[src/rtl/regfile_pkg.sv]
// regfile_pkg
// Shared constants and helpers for the register file / scoreboard.
//   DEF_DATA_W, DEF_ADDR_W, DEF_NUM_RD : default parameter values
//   sliceLo(idx, width)                : low bit of slice idx in a packed multi-port bus
package regfile_pkg;

  localparam int DEF_DATA_W = 32;
  localparam int DEF_ADDR_W = 5;
  localparam int DEF_NUM_RD = 2;

  function automatic int sliceLo(input int idx, input int width);
    return idx * width;
  endfunction

endpackage

[src/rtl/regfile_rd_port.sv]
// regfile_rd_port
// One combinational read port: data mux plus busy lookup, with optional
// same-cycle write forwarding when REGFILE_BYPASS_EN is defined.
// Ports:
//   rdAddr  in  : register index to read
//   regs    in  : full register array (packed, entry 0 is always zero)
//   busy    in  : full busy vector (bit 0 is always clear)
//   wrEn/wrAddr/wrData in : current write, present only with REGFILE_BYPASS_EN
//   rdData  out : selected register contents
//   rdBusy  out : busy flag of the selected register
module regfile_rd_port
  import regfile_pkg::*;
#(
  parameter int DATA_W = DEF_DATA_W,
  parameter int ADDR_W = DEF_ADDR_W
) (
  input  logic [ADDR_W-1:0]                   rdAddr,
  input  logic [(2**ADDR_W)-1:0][DATA_W-1:0]  regs,
  input  logic [(2**ADDR_W)-1:0]              busy,
`ifdef REGFILE_BYPASS_EN
  input  logic                                wrEn,
  input  logic [ADDR_W-1:0]                   wrAddr,
  input  logic [DATA_W-1:0]                   wrData,
`endif
  output logic [DATA_W-1:0]                   rdData,
  output logic                                rdBusy
);

  always_comb begin
    rdData = regs[rdAddr];
    rdBusy = busy[rdAddr];
`ifdef REGFILE_BYPASS_EN
    // A write landing on this register this cycle both supplies the data
    // and resolves the pending result, so the reader sees it as ready.
    if (wrEn && (wrAddr == rdAddr) && (rdAddr != '0)) begin
      rdData = wrData;
      rdBusy = 1'b0;
    end
`endif
  end

endmodule

[src/rtl/regfile_scoreboard.sv]
// regfile_scoreboard
// Register file with combinational multi-port reads and a per-register busy
// (pending-result) scoreboard. Register 0 is hard zero and never busy.
// Optional feature macro: REGFILE_BYPASS_EN (write-to-read forwarding).
// Ports:
//   clk, rst_n        : clock, asynchronous active-low reset
//   rd_addr/rd_data   : NUM_RD packed read ports (port i at slice i)
//   rd_busy           : busy flag of each read port's register
//   wr_en/wr_addr/wr_data : write port, clears busy of the target
//   rsv_en/rsv_addr   : reservation request, sets busy of the target
//   rsv_ok            : reservation accepted this cycle (combinational)
//   busy_cnt          : registered count of busy registers
module regfile_scoreboard
  import regfile_pkg::*;
#(
  parameter int DATA_W = DEF_DATA_W,
  parameter int ADDR_W = DEF_ADDR_W,
  parameter int NUM_RD = DEF_NUM_RD
) (
  input  logic                     clk,
  input  logic                     rst_n,
  input  logic [NUM_RD*ADDR_W-1:0] rd_addr,
  output logic [NUM_RD*DATA_W-1:0] rd_data,
  output logic [NUM_RD-1:0]        rd_busy,
  input  logic                     wr_en,
  input  logic [ADDR_W-1:0]        wr_addr,
  input  logic [DATA_W-1:0]        wr_data,
  input  logic                     rsv_en,
  input  logic [ADDR_W-1:0]        rsv_addr,
  output logic                     rsv_ok,
  output logic [ADDR_W:0]          busy_cnt
);

  localparam int DEPTH = 2**ADDR_W;

  logic [DEPTH-1:0][DATA_W-1:0] regs;
  logic [DEPTH-1:0]             busy;
  logic [DEPTH-1:0]             busyNext;
  logic [ADDR_W:0]              busyCnt;
  logic                         wrHit;
  logic                         rsvHit;
  logic                         cntInc;
  logic                         cntDec;

  assign wrHit = wr_en && (wr_addr != '0);

  // A busy register may be re-reserved only when the write retiring it
  // arrives in the same cycle.
  assign rsv_ok = rsv_en && ((rsv_addr == '0) || !busy[rsv_addr] ||
                             (wr_en && (wr_addr == rsv_addr)));
  assign rsvHit = rsv_ok && (rsv_addr != '0);

  // Count only real transitions of busy[]: a reservation re-arming a
  // register that is being retired leaves the population unchanged.
  assign cntInc = rsvHit && !busy[rsv_addr];
  assign cntDec = wrHit && busy[wr_addr] && !(rsvHit && (rsv_addr == wr_addr));

  always_comb begin
    busyNext = busy;
    if (wrHit)  busyNext[wr_addr]  = 1'b0;
    if (rsvHit) busyNext[rsv_addr] = 1'b1;
  end

  // State update stage: register contents, busy vector, busy population.
  always_ff @(posedge clk or negedge rst_n) begin
    if (!rst_n) begin
      regs    <= '0;
      busy    <= '0;
      busyCnt <= '0;
    end else begin
      if (wrHit) regs[wr_addr] <= wr_data;
      busy    <= busyNext;
      busyCnt <= busyCnt + {{ADDR_W{1'b0}}, cntInc} - {{ADDR_W{1'b0}}, cntDec};
    end
  end

  assign busy_cnt = busyCnt;

`ifdef REGFILE_BYPASS_EN
  // No forwarding while held in reset, so reads stay at zero.
  logic wrFwd;
  assign wrFwd = wr_en && rst_n;
`endif

  for (genvar i = 0; i < NUM_RD; i++) begin : gRd
    regfile_rd_port #(
      .DATA_W(DATA_W),
      .ADDR_W(ADDR_W)
    ) uRdPort (
      .rdAddr (rd_addr[sliceLo(i, ADDR_W) +: ADDR_W]),
      .regs   (regs),
      .busy   (busy),
`ifdef REGFILE_BYPASS_EN
      .wrEn   (wrFwd),
      .wrAddr (wr_addr),
      .wrData (wr_data),
`endif
      .rdData (rd_data[sliceLo(i, DATA_W) +: DATA_W]),
      .rdBusy (rd_busy[i])
    );
  end

endmodule

[config.mk]
export PLATFORM = sky130hd
export DESIGN_NAME = regfile_scoreboard
export DESIGN_NICKNAME = d
export VERILOG_FILES = /design/src/rtl/regfile_pkg.sv /design/src/rtl/regfile_rd_port.sv /design/src/rtl/regfile_scoreboard.sv
export SDC_FILE = /design/constraint.sdc
export NUM_CORES = 2
export LEC_CHECK = 0
export CAP_MARGIN = 40
export CORE_MARGIN = 4
export CORE_UTILIZATION = 55
export DETAILED_ROUTE_END_ITERATION = 16
export GPL_ROUTABILITY_DRIVEN = 0
export PLACE_DENSITY = 0.71
export SYNTH_ARGS = -nofsm -noshare
export SYNTH_HDL_FRONTEND = slang
export SYNTH_SLANG_ARGS = --single-unit
[constraint.sdc]
create_clock -name clk -period 3.45 [get_ports clk]
set_input_delay 0.69 -clock clk [delete_from_list [all_inputs] [get_ports clk]]
set_output_delay 0.69 -clock clk [all_outputs]
set_load 0.1 [all_outputs]
==> impl_metrics.toml <==
[outcome]
status = "complete, but fails checks"
violations = "negative setup slack"

[clock_tree]
htreeDepth = 3
cts_buffers = 114
cts.sink_count = 1062
cts_root_buf = "clkbuf_16"
clkLatencyLatePin_ns = 0.67
clkTransAtPathRegs_ns = 0.05
cts_tree = "built"
clockBufferDepth = 3

[route]
routed_wl_um = 175000
drtPass1Iterations = 6
drt_iter0_drc = 3228
post_drt_wl_per_cell_um = 32.8
vias = 36700
drc = 0
postRouteAntennaNets = 0
vias_per_cell = 6.87

[logic_synthesis]
synthMostInstantiatedCell = "dfrtp_1"
async_flop_share_pct = 100
netlist_area_um2 = 57300
synth_common_cells = "dfrtp_1, mux2_2, mux4_2, mux2i_1, clkbuf_1"
synth_edf_count = 0
syn_inst = 3697
synth.area.top_cells = "dfrtp_1, mux4_2, mux2_2"
synth_seq_cells = 1062
synth_top_area_share_pct = 46.4
synth-seq-area-share_pct = 46.4
synth_cell_types = 60
yosys.area.top_type = "dfrtp_1"
yosysWarningCount = 0
avgSynthCellArea_um2 = 15.5
synth-main-ff-cell = "dfrtp_1"
syn_nets = 3760

[timing]
worst_pin_slew_ns = 0.946
rsz0062_at_grt = "true"
finalHoldViolCount = 0
setup_slack_ns = -0.00545
hold_ws_ns = 0.397
fin_skew_ns = 0.0104
max_freq_mhz = 289
period_minus_slack_ns = 3.46
relSlewSlack_pct = 36.8
post-route-period-util_pct = 100
final.setup.tns_ns = -0.00545
finalMaxSlewViolations = 0
setup_violations = 1

[worst_hold_path]
hp-class = "register to register"

[cells_and_area]
drive_gt1_share_pct = 56.4
seqCellArea_um2 = 26600
finish.utilization_pct = 66.6
fillers = 6863
areaGrowthSynthToFinish_pct = 20.3
multiInputGateArea_um2 = 30100
fin_nets = 3926

[placement]
hpwlAfterDp_um = 113000
port_buffers = 128
dp_slack_ns = -0.486

[worst_setup_path]
crit_path_max_fanout = 12
cp_common_cell = "buf_4"
slowest_stage = "or3b_2"
crit_type = "primary input to output port"
cp-end-kind = "output port"
worstPathArrival_ns = 2.77
max_stage_delay_ns = 0.53
cp_cell_sequence = "clkdlybuf4s50_1 > buf_4 > or3b_2 > o22ai_2 > nor2_2 > a21oi_2 > buf_4 > o31ai_4 > buf_12"
cp.required_ns = 2.76
cp-start-kind = "primary input"

[grt]
gr-usage-all-layers_pct = 32.6
grt_pass1_wl_um = 264000
grt_pass1_vias = 39800
antenna_found_initial = 8
grt_max_degree = 121
grt_remaining_overflow = 0

[run]
max-cap-violations = 0

[die]
die_h_um = 331
dieArea_um2 = 109000
core_area_um2 = 103000
rows = 118
start_util_pct = 55.4
dieWidth_um = 331
ioPinCount = 129

[power]
ir_drop_v = 0.000441
p_per_area_nw_per_um2 = 589
p_leak_nw = 30.0
## metrics by stage
step	area [µm²]	std cells	total power (W)
2_1_floorplan	58400	3697	0.0242
3_3_place_gp	64400	5094	0.0271
5_1_grt	68900	5338	0.0422
3_5_place_dp	64700	5118	0.0278
4_1_cts	68800	5329	0.0407
6_report	68900	5340	0.0406
## registers in the layout, indices dropped and copies added, names as in the netlist
name / flops
regs: 1024
busy_cnt: 6
busy: 32
## per-layer routing
| metal | vias to the layer above | wire, µm | track usage [%] |
|---|---|---|---|
| met5 | - | 39 | 0 |
| met3 | 477 | 13200 | 6.51 |
| li1 | 14700 | - | - |
| met4 | 6 | 8010 | 13.3 |
| met1 | 19800 | 68700 | 43.7 |
| met2 | 1630 | 85100 | 52.8 |
## area by class of cell
type / instances / area share (%)
Timing Repair Buffer: 477 / 9.46
Clock buffer: 177 / 5.10
Clock inverter: 32 / 0.675
Inverter: 10 / 0.0545
Sequential cell: 1062 / 38.6
Multi-Input combinational cell: 2198 / 43.6
Antenna cell: 4 / 0.0145
Tap cell: 1380 / 2.50
## critical path, delay by kind of cell
family	cells	cell delay (ns)
buffers and inverters	4	1.02
AND/OR/NAND/NOR	2	0.61
AO/OA/AOI/OAI	3	0.43
## path summary, 6_finish.rpt
path / from / end / slack, ns / cells after the start
max: rsv_addr[3] / rsv_ok / -0.005 / 9
min: regs[8] / regs[8] / 0.40 / 0
max reg2reg: busy[11] / busy_cnt[4] / 0.32 / 13
min reg2reg: regs[8] / regs[8] / 0.40 / 0
max in group asynchronous: rst_n / regs[321] / 1.85 / 3
min in group asynchronous: rst_n / regs[125] / 0.56 / 2
## power breakdown
| group | internal, W | switching, W | leakage [nW] |
|---|---|---|---|
| Combinational | 0.00584 | 0.00512 | 14.4 |
| Sequential | 0.0149 | 0.00191 | 13.6 |
| Clock | 0.00771 | 0.00514 | 1.96 |
| Total | 0.0284 | 0.0122 | 30.0 |
## cell families (layout without fill, tap and decap cells)
| family | Yosys count | after routing | synth area share (%) |
|---|---|---|---|
| mux | 1816 | 1816 | 45.4 |
| flops | 1062 | 1062 | 46.4 |
| buf+inv | 437 | 696 | 3.57 |
| compound gates | 199 | 199 | 2.85 |
| simple gates | 166 | 166 | 1.48 |
| xor+xnor | 10 | 10 | 0.153 |
| fa+ha+maj | 7 | 7 | 0.166 |
| other cells | 0 | 4 | 0 |
## timing repair
item                                    in CTS  in global routing
hold endpoints to repair                    26                  0
gates resized for setup                      5                 10
pin swaps                                    4                  3
setup buffers                                2                  0
cloned                                       0                  0
endpoints found under the setup margin       2                  7
hold buffers                                 1                  0
## cell usage in the layout, fill, tap and decap left out, types with 34 or more instances in the layout
master           netlist  routed
a22o_1                66      65
dfrtp_1             1062    1062
clkdlybuf4s50_1        0      49
nor2_1                49      34
mux2_2               954     954
a221oi_4               0      63
buf_12                 0     200
buf_8                  0      35
buf_4                 63     187
mux4_2               528     528
nand2_1               55      43
mux2i_1              289     284
mux2_1                45      45
clkbuf_16              0     116
clkbuf_8               0      38
Note: power is estimated with default switching activity, not from simulation.
